===== src/rtl/mc_pkg.sv =====
// Shared encodings for the multicycle MIPS-subset controller and the datapath
// blocks it steers (next-PC mux, register-file write muxes, ALU).
package mc_pkg;

   typedef enum logic [3:0] {
      ST_IDLE   = 4'd0,
      ST_FETCH  = 4'd1,
      ST_DECODE = 4'd2,
      ST_EXE_R  = 4'd3,
      ST_EXE_I  = 4'd4,
      ST_MEMADR = 4'd5,
      ST_MEMRD  = 4'd6,
      ST_MEMWR  = 4'd7,
      ST_WB_ALU = 4'd8,
      ST_WB_MEM = 4'd9,
      ST_BRANCH = 4'd10,
      ST_JUMP   = 4'd11,
      ST_JR     = 4'd12
   } state_t;

   // opcodes, instruction[31:26]
   localparam logic [5:0] OP_RTYPE = 6'b000000;
   localparam logic [5:0] OP_ORI   = 6'b001101;
   localparam logic [5:0] OP_LUI   = 6'b001111;
   localparam logic [5:0] OP_LW    = 6'b100011;
   localparam logic [5:0] OP_SW    = 6'b101011;
   localparam logic [5:0] OP_BEQ   = 6'b000100;
   localparam logic [5:0] OP_J     = 6'b000010;
   localparam logic [5:0] OP_JAL   = 6'b000011;

   // R-type function codes, instruction[5:0]
   localparam logic [5:0] FN_ADDU  = 6'b100001;
   localparam logic [5:0] FN_SUBU  = 6'b100011;
   localparam logic [5:0] FN_JR    = 6'b001000;

   localparam logic [2:0] ALU_ADD  = 3'd0;
   localparam logic [2:0] ALU_SUB  = 3'd1;
   localparam logic [2:0] ALU_OR   = 3'd2;
   localparam logic [2:0] ALU_LUI  = 3'd3;

   localparam logic [1:0] NPC_PC4  = 2'd0;
   localparam logic [1:0] NPC_BR   = 2'd1;
   localparam logic [1:0] NPC_JMP  = 2'd2;
   localparam logic [1:0] NPC_RS   = 2'd3;

   localparam logic [1:0] RDST_RT  = 2'd0;
   localparam logic [1:0] RDST_RD  = 2'd1;
   localparam logic [1:0] RDST_R31 = 2'd2;

   localparam logic [1:0] M2R_ALU  = 2'd0;
   localparam logic [1:0] M2R_MEM  = 2'd1;
   localparam logic [1:0] M2R_PC4  = 2'd2;

   typedef struct packed {
      logic is_rtype;
      logic is_addu;
      logic is_subu;
      logic is_jr;
      logic is_ori;
      logic is_lui;
      logic is_lw;
      logic is_sw;
      logic is_beq;
      logic is_j;
      logic is_jal;
      logic illegal;
   } instr_class_t;

   // states in which the controller waits on the memory handshake
   function automatic logic is_wait_state(state_t s);
      return (s == ST_FETCH) || (s == ST_MEMRD) || (s == ST_MEMWR);
   endfunction

endpackage


===== src/rtl/mc_decode.sv =====
// Combinational instruction-class decode of the op/funct fields held in IR.
module mc_decode
   import mc_pkg::*;
(
   input  logic [5:0]   op_i,
   input  logic [5:0]   funct_i,
   output instr_class_t cls_o
);

   logic r_type;

   assign r_type = (op_i == OP_RTYPE);

   // class flags; anything not matched is flagged illegal
   always_comb begin
      cls_o          = '0;
      cls_o.is_rtype = r_type;
      cls_o.is_addu  = r_type && (funct_i == FN_ADDU);
      cls_o.is_subu  = r_type && (funct_i == FN_SUBU);
      cls_o.is_jr    = r_type && (funct_i == FN_JR);
      cls_o.is_ori   = (op_i == OP_ORI);
      cls_o.is_lui   = (op_i == OP_LUI);
      cls_o.is_lw    = (op_i == OP_LW);
      cls_o.is_sw    = (op_i == OP_SW);
      cls_o.is_beq   = (op_i == OP_BEQ);
      cls_o.is_j     = (op_i == OP_J);
      cls_o.is_jal   = (op_i == OP_JAL);
      cls_o.illegal  = !(cls_o.is_addu | cls_o.is_subu | cls_o.is_jr  |
                         cls_o.is_ori  | cls_o.is_lui  | cls_o.is_lw  |
                         cls_o.is_sw   | cls_o.is_beq  | cls_o.is_j   |
                         cls_o.is_jal);
   end

endmodule


===== src/rtl/mc_ctrl.sv =====
// Multicycle control FSM for the MIPS-subset datapath.
//
//  state      | meaning
//  -----------+-------------------------------------------------------
//  IDLE   (0) | after reset, all enables off
//  FETCH  (1) | read instruction; on mem_ready load IR and PC+4
//  DECODE (2) | classify op/funct, flag illegal instructions
//  EXE_R  (3) | ALU on rs,rt (addu/subu)
//  EXE_I  (4) | ALU on rs,zero-extended immediate (ori/lui)
//  MEMADR (5) | effective address rs + sign-extended offset
//  MEMRD  (6) | data read, wait for mem_ready
//  MEMWR  (7) | data write, wait for mem_ready
//  WB_ALU (8) | write ALU result to rd (R) or rt (I)
//  WB_MEM (9) | write load data to rt
//  BRANCH(10) | compare rs,rt; take branch target when zero
//  JUMP  (11) | jump target; jal also links PC+4 into $31
//  JR    (12) | PC <- rs
//
// Handshake-dependent enables (FETCH irwr/pcwr, BRANCH pcwr, timeout err)
// must react in the same cycle as mem_ready/zero, so outputs are decoded
// combinationally from the state register rather than registered.
module mc_ctrl
   import mc_pkg::*;
#(
   parameter logic [3:0] MEM_TIMEOUT = 4'd15
) (
   input  logic       clk,
   input  logic       reset,
   input  logic [5:0] op,
   input  logic [5:0] funct,
   input  logic       zero,
   input  logic       mem_ready,
   output logic       mem_rd,
   output logic       mem_wr,
   output logic       irwr,
   output logic       pcwr,
   output logic [1:0] npc_sel,
   output logic       regwr,
   output logic [1:0] regdst,
   output logic [1:0] memtoreg,
   output logic       extcon,
   output logic       alusrc,
   output logic [2:0] aluop,
   output logic       err,
   output logic [3:0] state
);

   state_t       state_q, state_d;
   logic [3:0]   tmo_cnt_q, tmo_cnt_d;
   logic         mem_stall;
   logic         tmo_hit;
   instr_class_t cls;

   mc_decode u_decode (
      .op_i    (op),
      .funct_i (funct),
      .cls_o   (cls)
   );

   assign mem_stall = is_wait_state(state_q) && !mem_ready;
   // the stall cycle that completes MEM_TIMEOUT consecutive waits aborts
   assign tmo_hit   = mem_stall && (tmo_cnt_q == MEM_TIMEOUT - 4'd1);
   assign state     = state_q;

   // state and timeout-counter registers
   always_ff @(posedge clk or posedge reset) begin
      if (reset) begin
         state_q   <= ST_IDLE;
         tmo_cnt_q <= '0;
      end else begin
         state_q   <= state_d;
         tmo_cnt_q <= tmo_cnt_d;
      end
   end

   // stall counter: a stall keeps the state, so any other cycle clears it
   always_comb begin
      tmo_cnt_d = '0;
      if (mem_stall && !tmo_hit) begin
         tmo_cnt_d = tmo_cnt_q + 4'd1;
      end
   end

   // next-state sequencing
   always_comb begin
      state_d = state_q;
      case (state_q)
         ST_IDLE:   state_d = ST_FETCH;
         ST_FETCH: begin
            if (mem_ready) begin
               state_d = ST_DECODE;
            end else if (tmo_hit) begin
               state_d = ST_FETCH;
            end
         end
         ST_DECODE: begin
            if (cls.illegal)                   state_d = ST_FETCH;
            else if (cls.is_addu | cls.is_subu) state_d = ST_EXE_R;
            else if (cls.is_jr)                 state_d = ST_JR;
            else if (cls.is_ori | cls.is_lui)   state_d = ST_EXE_I;
            else if (cls.is_lw | cls.is_sw)     state_d = ST_MEMADR;
            else if (cls.is_beq)                state_d = ST_BRANCH;
            else                                state_d = ST_JUMP;
         end
         ST_EXE_R:  state_d = ST_WB_ALU;
         ST_EXE_I:  state_d = ST_WB_ALU;
         ST_MEMADR: state_d = cls.is_sw ? ST_MEMWR : ST_MEMRD;
         ST_MEMRD: begin
            if (mem_ready)    state_d = ST_WB_MEM;
            else if (tmo_hit) state_d = ST_FETCH;
         end
         ST_MEMWR: begin
            if (mem_ready || tmo_hit) state_d = ST_FETCH;
         end
         ST_WB_ALU: state_d = ST_FETCH;
         ST_WB_MEM: state_d = ST_FETCH;
         ST_BRANCH: state_d = ST_FETCH;
         ST_JUMP:   state_d = ST_FETCH;
         ST_JR:     state_d = ST_FETCH;
         default:   state_d = ST_IDLE;
      endcase
   end

   // datapath enables per state
   always_comb begin
      mem_rd   = 1'b0;
      mem_wr   = 1'b0;
      irwr     = 1'b0;
      pcwr     = 1'b0;
      npc_sel  = NPC_PC4;
      regwr    = 1'b0;
      regdst   = RDST_RT;
      memtoreg = M2R_ALU;
      extcon   = 1'b0;
      alusrc   = 1'b0;
      aluop    = ALU_ADD;
      err      = 1'b0;
      case (state_q)
         ST_FETCH: begin
            mem_rd = 1'b1;
            irwr   = mem_ready;
            pcwr   = mem_ready;
            err    = tmo_hit;
         end
         ST_DECODE: begin
            extcon = cls.is_lw | cls.is_sw | cls.is_beq;
            err    = cls.illegal;
         end
         ST_EXE_R: begin
            aluop = cls.is_subu ? ALU_SUB : ALU_ADD;
         end
         ST_EXE_I: begin
            alusrc = 1'b1;
            aluop  = cls.is_lui ? ALU_LUI : ALU_OR;
         end
         ST_MEMADR: begin
            alusrc = 1'b1;
            extcon = 1'b1;
         end
         ST_MEMRD: begin
            mem_rd = 1'b1;
            err    = tmo_hit;
         end
         ST_MEMWR: begin
            mem_wr = 1'b1;
            err    = tmo_hit;
         end
         ST_WB_ALU: begin
            regwr  = 1'b1;
            regdst = cls.is_rtype ? RDST_RD : RDST_RT;
         end
         ST_WB_MEM: begin
            regwr    = 1'b1;
            memtoreg = M2R_MEM;
         end
         ST_BRANCH: begin
            aluop   = ALU_SUB;
            extcon  = 1'b1;
            npc_sel = NPC_BR;
            pcwr    = zero;
         end
         ST_JUMP: begin
            pcwr    = 1'b1;
            npc_sel = NPC_JMP;
            if (cls.is_jal) begin
               regwr    = 1'b1;
               regdst   = RDST_R31;
               memtoreg = M2R_PC4;
            end
         end
         ST_JR: begin
            pcwr    = 1'b1;
            npc_sel = NPC_RS;
         end
         default: ;
      endcase
   end

endmodule


===== config.mk =====
export PLATFORM = sky130hd
export DESIGN_NAME = mc_ctrl
export DESIGN_NICKNAME = d
export VERILOG_FILES = /design/src/rtl/mc_pkg.sv /design/src/rtl/mc_decode.sv /design/src/rtl/mc_ctrl.sv
export SDC_FILE = /design/constraint.sdc
export NUM_CORES = 1
export LEC_CHECK = 0
export BUFFER_PORTS_ARGS = -buffer_cell sky130_fd_sc_hd__clkbuf_2
export CORE_MARGIN = 2
export CORE_UTILIZATION = 50
export CTS_BUF_LIST = sky130_fd_sc_hd__clkbuf_4
export CTS_CLUSTER_SIZE = 28
export DETAILED_ROUTE_END_ITERATION = 7
export PLACE_DENSITY = 0.85
export SETUP_SLACK_MARGIN = 0.05
export SLEW_MARGIN = 20
export SYNTH_ARGS = -nofsm -noshare
export SYNTH_HDL_FRONTEND = slang
export SYNTH_HIERARCHICAL = 1
export SYNTH_SLANG_ARGS = --single-unit

===== constraint.sdc =====
create_clock -name clk -period 2.25 [get_ports clk]
set_input_delay 0.225 -clock clk [delete_from_list [all_inputs] [get_ports clk]]
set_output_delay 0.225 -clock clk [all_outputs]
set_load 0.01 [all_outputs]

* Word level (Yosys, flattened, before mapping)
Index checks and enable logic that the tools add are counted.
** Cells by class
- Multiply operators :: 0
- Order comparisons :: 0
- Bitwise logic cells :: 12
- Equal/unequal tests :: 24
- Mux-type cells :: 30
- Add/subtract/negate cells :: 1
- Divide/modulo/power cells :: 0
- Shift operators :: 0
- Reduce and logical (&&, ||, !) cells :: 22
** Operators by type and width (number)
- 4-bit 2-to-1 mux :: 10
- 4-bit case mux with 7 select lines :: 1
- 4-bit equality test, second input constant :: 6
- 6-bit equality test, second input constant :: 4
- 6-bit by 4-bit equality test with 1-bit output, second input constant :: 3
- 4-bit by 3-bit equality test with 1-bit output, second input constant :: 4
- 6-bit by 2-bit equality test with 1-bit output, second input constant :: 2
- 1-bit OR :: 12
- 2-bit case mux with 3 select lines :: 2
- 2-bit OR reduction :: 6
- 1-bit 2-to-1 mux :: 10
- 4-bit by 2-bit equality test with 1-bit output, second input constant :: 2
- 2-bit case mux with 2 select lines :: 2
- 6-bit by 3-bit equality test with 1-bit output, second input constant :: 1
- 1-bit logical AND :: 6
- 6-bit zero test :: 1
- 1-bit case mux with 2 select lines :: 3
- 6-bit OR reduction :: 1
- 4-bit by 1-bit adder with 4-bit output, second input constant :: 1
- 4-bit by 1-bit equality test with 1-bit output, second input constant :: 1
- 4-bit zero test :: 1
- 1-bit zero test :: 3
- 1-bit logical OR :: 3
- 1-bit case mux with 3 select lines :: 1
- other kinds (3) :: 3
** Storage, ports and cells
- Bits in registers :: 8
- Bits in latches :: 0
- ROM bits :: 0
- Output and inout bits :: 21
- Bits in writable memories :: 0
- Memories :: 0

* Longest topological paths before layout
Gate-level depths: netlist of run 1.
- Word-level depth :: 13
- Gate-level depth with buffers :: 7
- Depth with buffers taken out :: 7

* Hierarchy
The synthesis of run 1 kept the hierarchy.
** Modules (own cells, without submodules)
- mc_ctrl :: sequential area each 200.2 um^2, area each 757.0 um^2, cells each 98, times used 1
- mc_decode :: sequential area each 0.0 um^2, area each 215.2 um^2, cells each 30, times used 1

* Worst setup path after synthesis of run 1
No wires, ideal clock.
- Path kind :: input-to-output
- From :: input port op[4]
- To :: output port regdst[0]
- Path buffers :: 1
- Path slack :: 0.569 ns
- Cell stages on the path :: 4
- Arrival :: 1.456 ns
- Required time :: 2.025 ns
- Cell sequence :: or4_4 -> nor3_4 -> buf_4 -> nor4b_1
** Between the ends
- Cells in the longest elaborated chain, start to end :: 3
** RTL lines
- start, declared :: line mc_ctrl.sv:29 : input logic [5:0] op,
- 6-bit zero test :: line mc_decode.sv:12 : assign r_type = (op_i == OP_RTYPE);
- via u_decode.r_type :: line mc_decode.sv:10 : logic r_type;
- 1-bit 2-to-1 mux :: line mc_ctrl.sv:170 : regdst = cls.is_rtype ? RDST_RD : RDST_RT;
- 2-bit case mux with 2 select lines :: line mc_ctrl.sv:138 : case (state_q)
- end, declared :: line mc_ctrl.sv:39 : output logic [1:0] regdst,
The timed path passes the listed nets, and every way through them passes these cells.

* Worst setup path after layout of run 1
- From :: register state_q[1], in the netlist state[1]
- To :: output port aluop[0]
** Between the ends
- Cells in the longest elaborated chain, start to end :: 2
- Elaborated cells between the ends (all ways) :: 4
- Classes of those cells :: eq/ne: 3; mux: 1
** RTL lines
- start, declared :: line mc_ctrl.sv:48 : state_t state_q, state_d;
- start signal, assigned :: line mc_ctrl.sv:71 : state_q <= state_d;
- 4-bit equality test (tied with other cells) :: line mc_ctrl.sv:138
- 2-bit case mux with 3 select lines (*) :: line mc_ctrl.sv:138
- end, declared :: line mc_ctrl.sv:43 : output logic [2:0] aluop,
Mark *: on every way between the ends. The rest lies on a longest branch, timed or not.

==> qor.csv, run 1 <==
stage,metric,value,unit
run_status,status,completed,
worst_setup_path,crit_slowest_cell,dfrtp_1,
sta,setup_ws,0.275,ns
worst_setup_path,crit_chain,"buf_4, nor2b_1, a22oi_1, o21ai_1, clkbuf_2",
cells_and_area,final_common_cell,clkbuf_2,
cells_and_area,final_design_area_no_fill,1180,um2
power_and_ir_drop,cellPowerDensity,756,nW/um2
cells_and_area,finalNetCount,181,
synthesis,yosys_warnings,6,
clocking,cts.sinks,8,
global_route,grt_usage,23.2,%
worst_setup_path,max_stage_delay,0.51,ns
synthesis,synth.cell_area,965,um2
placement,place_area,1150,um2
global_route,grt_pass1_wl,3880,um
sta,fin_crit_sh,87.8,%
power_and_ir_drop,ir_drop,0.684,mV
route,drt-initial-drc-count,19,
placement,portBuffers,35,
floorplanning,die_w,47.9,um
route,wl_per_cell,13.0,um
route,num_vias,1074,
sta,finalSetupViolCount,0,
cells_and_area,layout-drive-gt1-share,32.3,%
floorplanning,die_y,47.9,um
clocking,clk_latency,0.24,ns
floorplanning,initial_core_util,54.7,%
placement,placed_cells,182,
global_route,overflow,0,
power_and_ir_drop,total_power,0.891,mW
cells_and_area,antenna_cells,0,
placement,hpwl,2000,um
route,route.antenna.remaining_nets,0,
worst_setup_path,arrival,1.75,ns
sta,fmax,506,MHz
clocking,cts_buffers,3,
route,wl,2420,um
clocking,cts_root_buffer,clkbuf_4,
worst_hold_path,holdCritPathClass,in -> reg,
synthesis,synth_nets,145,
sta,slew_violations,0,
cells_and_area,fillCellCount,170,
sta,hold_violations,0,
floorplanning,pin_count,37,
floorplanning,core,1760,um2
global_route,grt_pass1_vias,912,
sta,slew_headroom,56.1,%
worst_setup_path,r2r_slack,0.69,ns
sta,rsz0062_at_grt,false,
floorplanning,rows,15,
synthesis,netlist_instances,127,
clocking,clockBufferDepth,2,
cells_and_area,area_delta_synth_final,22.2,%
worst_setup_path,crit_path_end_kind,output port,
worst_setup_path,critPathMaxFanout,10,
sta,skew,0.000133,ns
power_and_ir_drop,leakage,0.553,nW
clocking,path_clk_slew,0.05,ns
global_route,antenna_found_initial,0,
sta,tightest_slew,0.652,ns
sta,min_period,1.97,ns
route,vias_per_cell,5.77,
synthesis,syn_avg_cell_area,7.60,um2
clocking,cts_tree,built,
cells_and_area,layout_common_cells,"clkbuf_2 (35), nor2_1 (15), nand2b_1 (9), nand2_1 (8), dfrtp_1 (8)",
placement,pre_cts_slack,0.383,ns
worst_setup_path,start_kind,flip-flop,
clocking,cts_htree_levels,1,
clocking,post_cts_resized,0,
worst_setup_path,critical_path_class,reg -> out,
route,drc,0,
route,dr.pass1.iters,4,
global_route,grt_max_degree,17,
flow_run,maxCapViolations,0,
cells_and_area,final_cells,186,
placement,gp_congestion,0.865,
floorplanning,dieArea,2300,um2
worst_setup_path,cp.required,2.03,ns
sta,fin_tns_setup,0,ns
==> stage by stage <==
stage / hold slack, ns / util (%)
final: 0.367 / 66.8
after global routing: 0.402 / 66.8
after CTS: 0.360 / 66.8
after detailed placement: 0.164 / 65.0
after global placement: 0.149 / 65.0
after floorplan: 0.0407 / -
==> per-layer routing <==
metal,up-vias,GRT usage [%],part of all wire [%]
met5,-,0,0
met1,486,31.6,45
met3,0,3.77,6.1
li1,544,-,-
met4,0,3.78,0
met2,44,39.2,49
==> worst paths after layout <==
kind                                              from                     end  depth (start not counted)
worst max-delay path              state[1]$_DFFE_PP0P_                aluop[0]                          5
worst min-delay path                         mem_ready  tmo_cnt_q[1]$_DFF_PP0_                          4
worst max register to register    state[1]$_DFFE_PP0P_    state[1]$_DFFE_PP0P_                          5
worst min register to register  tmo_cnt_q[0]$_DFF_PP0_  tmo_cnt_q[0]$_DFF_PP0_                          1
max in group asynchronous                        reset    state[2]$_DFFE_PP0P_                          3
min in group asynchronous                        reset  tmo_cnt_q[0]$_DFF_PP0_                          3
==> sequential cells by signal (all words and copies together), names as in the netlist <==
register and flops:
tmo_cnt_q 4, state 4
==> where the power goes <==
| part | switching (mW) | total [mW] | internal [mW] |
|---|---|---|---|
| Combinational | 0.300 | 0.542 | 0.241 |
| Clock | 0.0416 | 0.102 | 0.0606 |
| Sequential | 0.0692 | 0.248 | 0.179 |
==> worst max-delay path, delay by kind of cell (launching register included) <==
family,cells,cell delay [ns]
AOI/OAI and AO/OA,2,0.31
buffers and inverters,2,0.37
DFF,1,0.51
and+or+nand+nor,1,0.31
==> layout make-up <==
class	count	area, um2	area share, %
Clock buffer	3	22.5	1.91
Inverter	4	15.0	1.27
Multi-Input combinational cell	106	694	58.9
Sequential cell	8	200	17.0
Tap cell	25	31.3	2.65
Timing Repair Buffer	40	215	18.3
==> timing repair <==
item,4_1_cts,5_1_grt
setup buffers,0,0
hold buffers,1,0
hold endpoints to repair,8,0
Note: power is estimated with default switching activity, not from simulation.
==> inputs of run 2 (changes only) <==
--- a/config.mk
+++ b/config.mk
@@ -12,6 +12,7 @@
 export CTS_CLUSTER_SIZE = 28
 export DETAILED_ROUTE_END_ITERATION = 7
 export PLACE_DENSITY = 0.85
+export RECOVER_POWER = 25
 export SETUP_SLACK_MARGIN = 0.05
 export SLEW_MARGIN = 20
 export SYNTH_ARGS = -nofsm -noshare
==> run 2 against run 1 <==
Compared with the run above: cell count did not move; sequential share of layout area about the same; design area decreased by 0.11%; worst hold slack did not move; largest power group unchanged; flip-flop and latch count unchanged; non-clock buffer count stayed put; critical endpoint unchanged; worst setup slack about the same.
==> qor.csv, run 2 (same netlist as run 1, synthesis figures left out) <==
stage,metric,value,unit,change
cells_and_area,final_common_cell,clkbuf_2,,
worst_setup_path,crit_chain,"buf_4, nor2b_1, a22oi_1, o21ai_1, clkbuf_2",,
sta,fin_tns_setup,0,ns,unchanged
floorplanning,rows,15,,unchanged
worst_setup_path,critical_path_class,reg -> out,,
cells_and_area,final_core_util,66.7,%,-0.071 points
route,drc,0,,unchanged
worst_hold_path,holdCritPathClass,in -> reg,,
route,route.antenna.remaining_nets,0,,unchanged
global_route,gr-usage-met1,31.6,%,unchanged
global_route,top_usage_layer,met2,,
clocking,cts_root_buffer,clkbuf_4,,
route,wl_per_cell,13.1,um,+0.37%
sta,slew_violations,0,,unchanged
cells_and_area,final_cells,186,,unchanged
placement,gp_congestion,0.865,,unchanged
placement,placed_cells,182,,unchanged
clocking,cts_buffers,3,,unchanged
worst_setup_path,crit_buf_inv,2,,unchanged
sta,fmax,506,MHz,about the same
sta,fin_crit_sh,87.8,%,about the same
clocking,cts.sinks,8,,unchanged
cells_and_area,antenna_cells,0,,unchanged
global_route,antenna_found_initial,0,,unchanged
power_and_ir_drop,ir_drop,0.684,mV,about the same
sta,tightest_slew,0.651,ns,-0.000531 ns
clocking,cts_htree_levels,1,,unchanged
global_route,grt.met2_usage,39.2,%,unchanged
global_route,grt_pass1_vias,912,,unchanged
global_route,grt_pass1_wl,3880,um,unchanged
sta,skew,0.000133,ns,unchanged
worst_setup_path,crit_slowest_cell,dfrtp_1,,
cells_and_area,area_delta_synth_final,22.0,%,
sta,finalSetupViolCount,0,,unchanged
worst_setup_path,cp.required,2.03,ns,about the same
clocking,clockBufferDepth,2,,unchanged
placement,portBuffers,35,,unchanged
worst_setup_path,max_stage_delay,0.51,ns,about the same
placement,hpwl,2000,um,unchanged
route,wl,2430,um,+0.37%
worst_setup_path,cp_top_family,flip-flops,,
global_route,grt_usage,23.2,%,unchanged
route,drt-initial-drc-count,19,,unchanged
clocking,cts_tree,built,,
worst_setup_path,crit_path_end_kind,output port,,
route,num_vias,1072,,-0.19%
sta,slew_headroom,56.2,%,about the same
worst_setup_path,start_kind,flip-flop,,
clocking,clk_latency,0.24,ns,about the same
floorplanning,core,1760,um2,unchanged
cells_and_area,layout-drive-gt1-share,31.7,%,-0.62 points
run_status,status,completed,,
cells_and_area,layout_common_cells,"clkbuf_2 (34), nor2_1 (15), nand2b_1 (9), nand2_1 (8), dfrtp_1 (8)",,
power_and_ir_drop,leakage,0.550,nW,-0.59%
floorplanning,die_w,47.9,um,unchanged
power_and_ir_drop,cellPowerDensity,756,nW/um2,about the same
sta,min_period,1.97,ns,-0.0000700 ns
floorplanning,dieArea,2300,um2,unchanged
sta,rsz0062_at_grt,false,,
floorplanning,initial_core_util,54.7,%,unchanged
floorplanning,die_y,47.9,um,unchanged
sta,hold_violations,0,,unchanged
global_route,overflow,0,,unchanged
clocking,post_cts.repair.setup_buffers,0,,unchanged
route,dr.pass1.iters,4,,unchanged
global_route,grt_max_degree,17,,unchanged
cells_and_area,finalNetCount,181,,unchanged
clocking,path_clk_slew,0.05,ns,about the same
worst_setup_path,critPathMaxFanout,10,,unchanged
flow_run,maxCapViolations,0,,unchanged
floorplanning,pin_count,37,,unchanged
worst_setup_path,arrival,1.75,ns,about the same
global_route,use_met3,3.77,%,unchanged
route,vias_per_cell,5.76,,-0.19%
==> run 2: cell types whose count changed in the layout (fill, tap and decap cells not counted) <==
cell      delta
clkbuf_2     -1
clkbuf_1     +1
==> run 2: worst reg2reg max path, stage by stage (launching register included) <==
cell and delay [ns]:
dfrtp_1 0.51, buf_4 0.22, nor2b_1 0.31, nand3b_1 0.18, nand2b_1 0.18, nand3b_1 0.09
==> run 2: what timing repair did <==
action,CTS,global route
gates resized for setup,0,0
endpoints found under the setup margin,0,0
endpoints found under the hold margin,8,0
hold buffers,1,0
==> run 2: per-stage QoR <==
stage / cell area, um2 / setup slack [ns] / hold slack, ns / power (mW)
after global routing: 1180 / 0.126 / 0.402 / 0.979
after global placement: 1150 / 0.394 / 0.149 / 0.766
after floorplan: 965 / 0.580 / 0.0407 / 0.621
final: 1180 / 0.275 / 0.367 / 0.890
after CTS: 1180 / 0.276 / 0.360 / 0.894
after detailed placement: 1150 / 0.383 / 0.164 / 0.786
==> run 2: layer usage <==
metal,part of all wire (%),routed length (um),vias to the layer above
met4,0.041,1,0
li1,-,-,544
met2,48,1170,47
met3,6.4,156,2
met1,45,1100,479
met5,0,0,-
==> run 2: final cells by class <==
| cell class | instances | area [um2] |
|---|---|---|
| Timing Repair Buffer | 40 | 214 |
| Multi-Input combinational cell | 106 | 694 |
| Tap cell | 25 | 31.3 |
| Fill cell | 170 | 587 |
| Sequential cell | 8 | 200 |
| Inverter | 4 | 15.0 |
| Clock buffer | 3 | 22.5 |
==> run 2: path summary, 6_finish.rpt <==
kind                       slack (ns)                      to  cells past startpoint              startpoint
max reg2reg                      0.69    state[1]$_DFFE_PP0P_                      5    state[1]$_DFFE_PP0P_
max in group asynchronous        1.57    state[2]$_DFFE_PP0P_                      3                   reset
min                              0.37  tmo_cnt_q[1]$_DFF_PP0_                      4               mem_ready
min in group asynchronous        0.45  tmo_cnt_q[0]$_DFF_PP0_                      3                   reset
max                              0.28                aluop[0]                      5    state[1]$_DFFE_PP0P_
min reg2reg                      0.48  tmo_cnt_q[0]$_DFF_PP0_                      1  tmo_cnt_q[0]$_DFF_PP0_
==> run 2: report_power, final <==
part	internal [mW]	leakage (nW)	switching, mW
Sequential	0.179	0.107	0.0690
Combinational	0.240	0.430	0.301
Clock	0.0606	0.0138	0.0416
==> inputs of run 3 (changes only) <==
--- a/config.mk
+++ b/config.mk
@@ -7,13 +7,13 @@
 export LEC_CHECK = 0
 export BUFFER_PORTS_ARGS = -buffer_cell sky130_fd_sc_hd__clkbuf_2
 export CORE_MARGIN = 2
-export CORE_UTILIZATION = 50
+export CORE_UTILIZATION = 54
 export CTS_BUF_LIST = sky130_fd_sc_hd__clkbuf_4
 export CTS_CLUSTER_SIZE = 28
 export DETAILED_ROUTE_END_ITERATION = 7
-export PLACE_DENSITY = 0.85
+export PLACE_DENSITY = 0.91
 export RECOVER_POWER = 25
-export SETUP_SLACK_MARGIN = 0.05
+export SETUP_SLACK_MARGIN = 0.5
 export SLEW_MARGIN = 20
 export SYNTH_ARGS = -nofsm -noshare
 export SYNTH_HDL_FRONTEND = slang
==> run 3 against run 2 <==
Compared with the run above: critical path depth up 1; utilization is 13 points higher; clock skew is 0.0027 ns higher; non-clock buffer count increased by 9; wire length rose by 29%; global-route usage increased by 5.1 points; flip-flop and latch count did not move; clock-buffer cell count stayed put; register-to-register slack barely moved; worst setup slack lost 0.0035 ns.
==> qor.csv, run 3 (same netlist as run 1, synthesis figures left out) <==
stage,metric,value,unit,change
worst_hold_path,holdCritPathClass,in -> reg,,
route,vias_per_cell,6.26,,+8.6%
power_and_ir_drop,leakage,0.621,nW,+13%
clocking,cts.sinks,8,,unchanged
sta,hold_violations,0,,unchanged
clocking,clk_latency,0.25,ns,about the same
placement,place_area,1150,um2,unchanged
worst_setup_path,cp.required,2.03,ns,about the same
clocking,cts_root_buffer,clkbuf_4,,
route,dr.pass1.iters,4,,unchanged
route,wl_per_cell,16.0,um,+23%
power_and_ir_drop,ir_drop,0.761,mV,+11%
floorplanning,die_y,46.3,um,-3.5%
worst_setup_path,r2r-end,state[0]$_DFFE_PP0P_,,
worst_setup_path,crit_path_end_kind,output port,,
power_and_ir_drop,cellPowerDensity,796,nW/um2,+5.2%
sta,fmax,506,MHz,-0.17%
worst_setup_path,arrival,1.75,ns,about the same
clocking,cts_htree_levels,1,,unchanged
worst_hold_path,hold_start,mem_ready,,
worst_setup_path,r2r_cells,5,,unchanged
global_route,grt_usage,28.3,%,+5.1 points
cells_and_area,area_delta_synth_final,40.5,%,
sta,min_period,1.98,ns,+0.00346 ns
clocking,cts_tree,built,,
cells_and_area,finalNetCount,190,,+5.0%
floorplanning,dieArea,2140,um2,-6.8%
cells_and_area,layout_common_cells,"clkbuf_2 (29), nor2_1 (11), buf_4 (11), nand2_1 (8), nand2b_1 (7)",,
floorplanning,pin_count,37,,unchanged
worst_hold_path,min_to,tmo_cnt_q[1]$_DFF_PP0_,,
global_route,antenna_found_initial,0,,unchanged
sta,rsz0062_at_grt,true,,
global_route,grt_pass1_vias,1035,,+13%
sta,slew_headroom,62.8,%,+6.6 points
worst_hold_path,min_delay_path_depth,4,,unchanged
route,wl,3130,um,+29%
cells_and_area,regArea,204,um2,+1.9%
sta,tightest_slew,0.553,ns,-0.0987 ns
sta,skew,0.00287,ns,+0.00274 ns
placement,gp_congestion,0.894,,+3.4%
cells_and_area,layout-drive-gt1-share,45.3,%,+14 points
placement,hpwl,2070,um,+3.2%
sta,fin_tns_setup,0,ns,unchanged
worst_setup_path,r2r-start,state[0]$_DFFE_PP0P_,,
flow_run,maxCapViolations,0,,unchanged
global_route,grt_pass1_wl,4420,um,+14%
clocking,cts_buffers,3,,unchanged
worst_setup_path,r2r_slack,0.69,ns,about the same
route,num_vias,1221,,+14%
global_route,overflow,0,,unchanged
global_route,grt_max_degree,15,,-2
worst_setup_path,start_kind,flip-flop,,
clocking,clockBufferDepth,2,,unchanged
floorplanning,initial_core_util,56.5,%,+1.8 points
worst_setup_path,critical_path_class,reg -> out,,
sta,fin_crit_sh,87.9,%,+0.15 points
cells_and_area,multiInputGateArea,782,um2,+13%
floorplanning,core,1710,um2,-3.2%
cells_and_area,final_design_area_no_fill,1360,um2,+15%
route,drc,0,,unchanged
placement,portBuffers,35,,unchanged
sta,slew_violations,0,,unchanged
run_status,status,completed,,
route,drt-initial-drc-count,35,,+16
cells_and_area,fillCellCount,107,,-37%
floorplanning,die_w,46.3,um,-3.5%
cells_and_area,final_common_cell,clkbuf_2,,
clocking,path_clk_slew,0.06,ns,about the same
floorplanning,rows,15,,unchanged
worst_setup_path,critPathMaxFanout,11,,+1
cells_and_area,antenna_cells,0,,unchanged
route,route.antenna.remaining_nets,0,,unchanged
sta,finalSetupViolCount,0,,unchanged
run 3: worst max path at each step:
stage / slack [ns] / to / startpoint / depth (start not counted)
2_1_floorplan: 0.58 / regdst[0] / op[4] / 4
3_3_place_gp: 0.45 / aluop[0] / op[4] / 7
3_5_place_dp: 0.40 / aluop[0] / op[4] / 7
4_1_cts: 0.41 / err / state[1]$_DFFE_PP0P_ / 5
5_1_grt: 0.22 / regwr / state[0]$_DFFE_PP0P_ / 6
6_report: 0.27 / regwr / state[0]$_DFFE_PP0P_ / 6
run 3: repair_timing:
action / CTS / global route
gates resized for setup: 6 / 23
setup buffers: 8 / 1
endpoints found under the setup margin: 7 / 10
hold buffers: 1 / 0
pin swaps: 2 / 5
endpoints found under the hold margin: 8 / 0
run 3: stage by stage:
stage	utilization [%]	setup slack, ns	power, mW	instances	hold WS, ns
after floorplan	-	0.580	0.621	127	0.0407
after global placement	67.1	0.449	0.772	182	0.152
after detailed placement	67.1	0.397	0.796	182	0.160
after CTS	74.0	0.405	0.985	194	0.392
after global routing	79.3	0.222	1.13	195	0.442
final	79.3	0.272	1.08	195	0.426
run 3: area by class of cell:
type	instances	share of cell area, %
multi-input cells	106	57.7
well taps	25	2.31
flip-flops and latches	8	15.1
clock buffers	3	1.66
repair buffers	49	22.2
inverters	4	1.11
run 3: worst max-delay path: stages, from the launching register on:
cell	delay, ns
dfrtp_2	0.35
clkbuf_1	0.38
buf_4	0.28
nand3_1	0.11
nor2_2	0.17
a21o_1	0.10
clkbuf_2	0.12
run 3: metal layers:
metal | up-vias | part of all wire [%] | track usage (%)
li1 | 550 | - | -
met1 | 580 | 42 | 36.2
met2 | 79 | 50 | 46.9
met3 | 12 | 6.4 | 4.31
met4 | 0 | 2.1 | 11.4
met5 | - | 0 | 0
run 3: power breakdown:
group          switching [mW]  total (mW)  leakage (nW)  internal, mW
registers              0.0354       0.219         0.103         0.183
logic                   0.427       0.748         0.504         0.321
clock network          0.0505       0.112        0.0138        0.0612
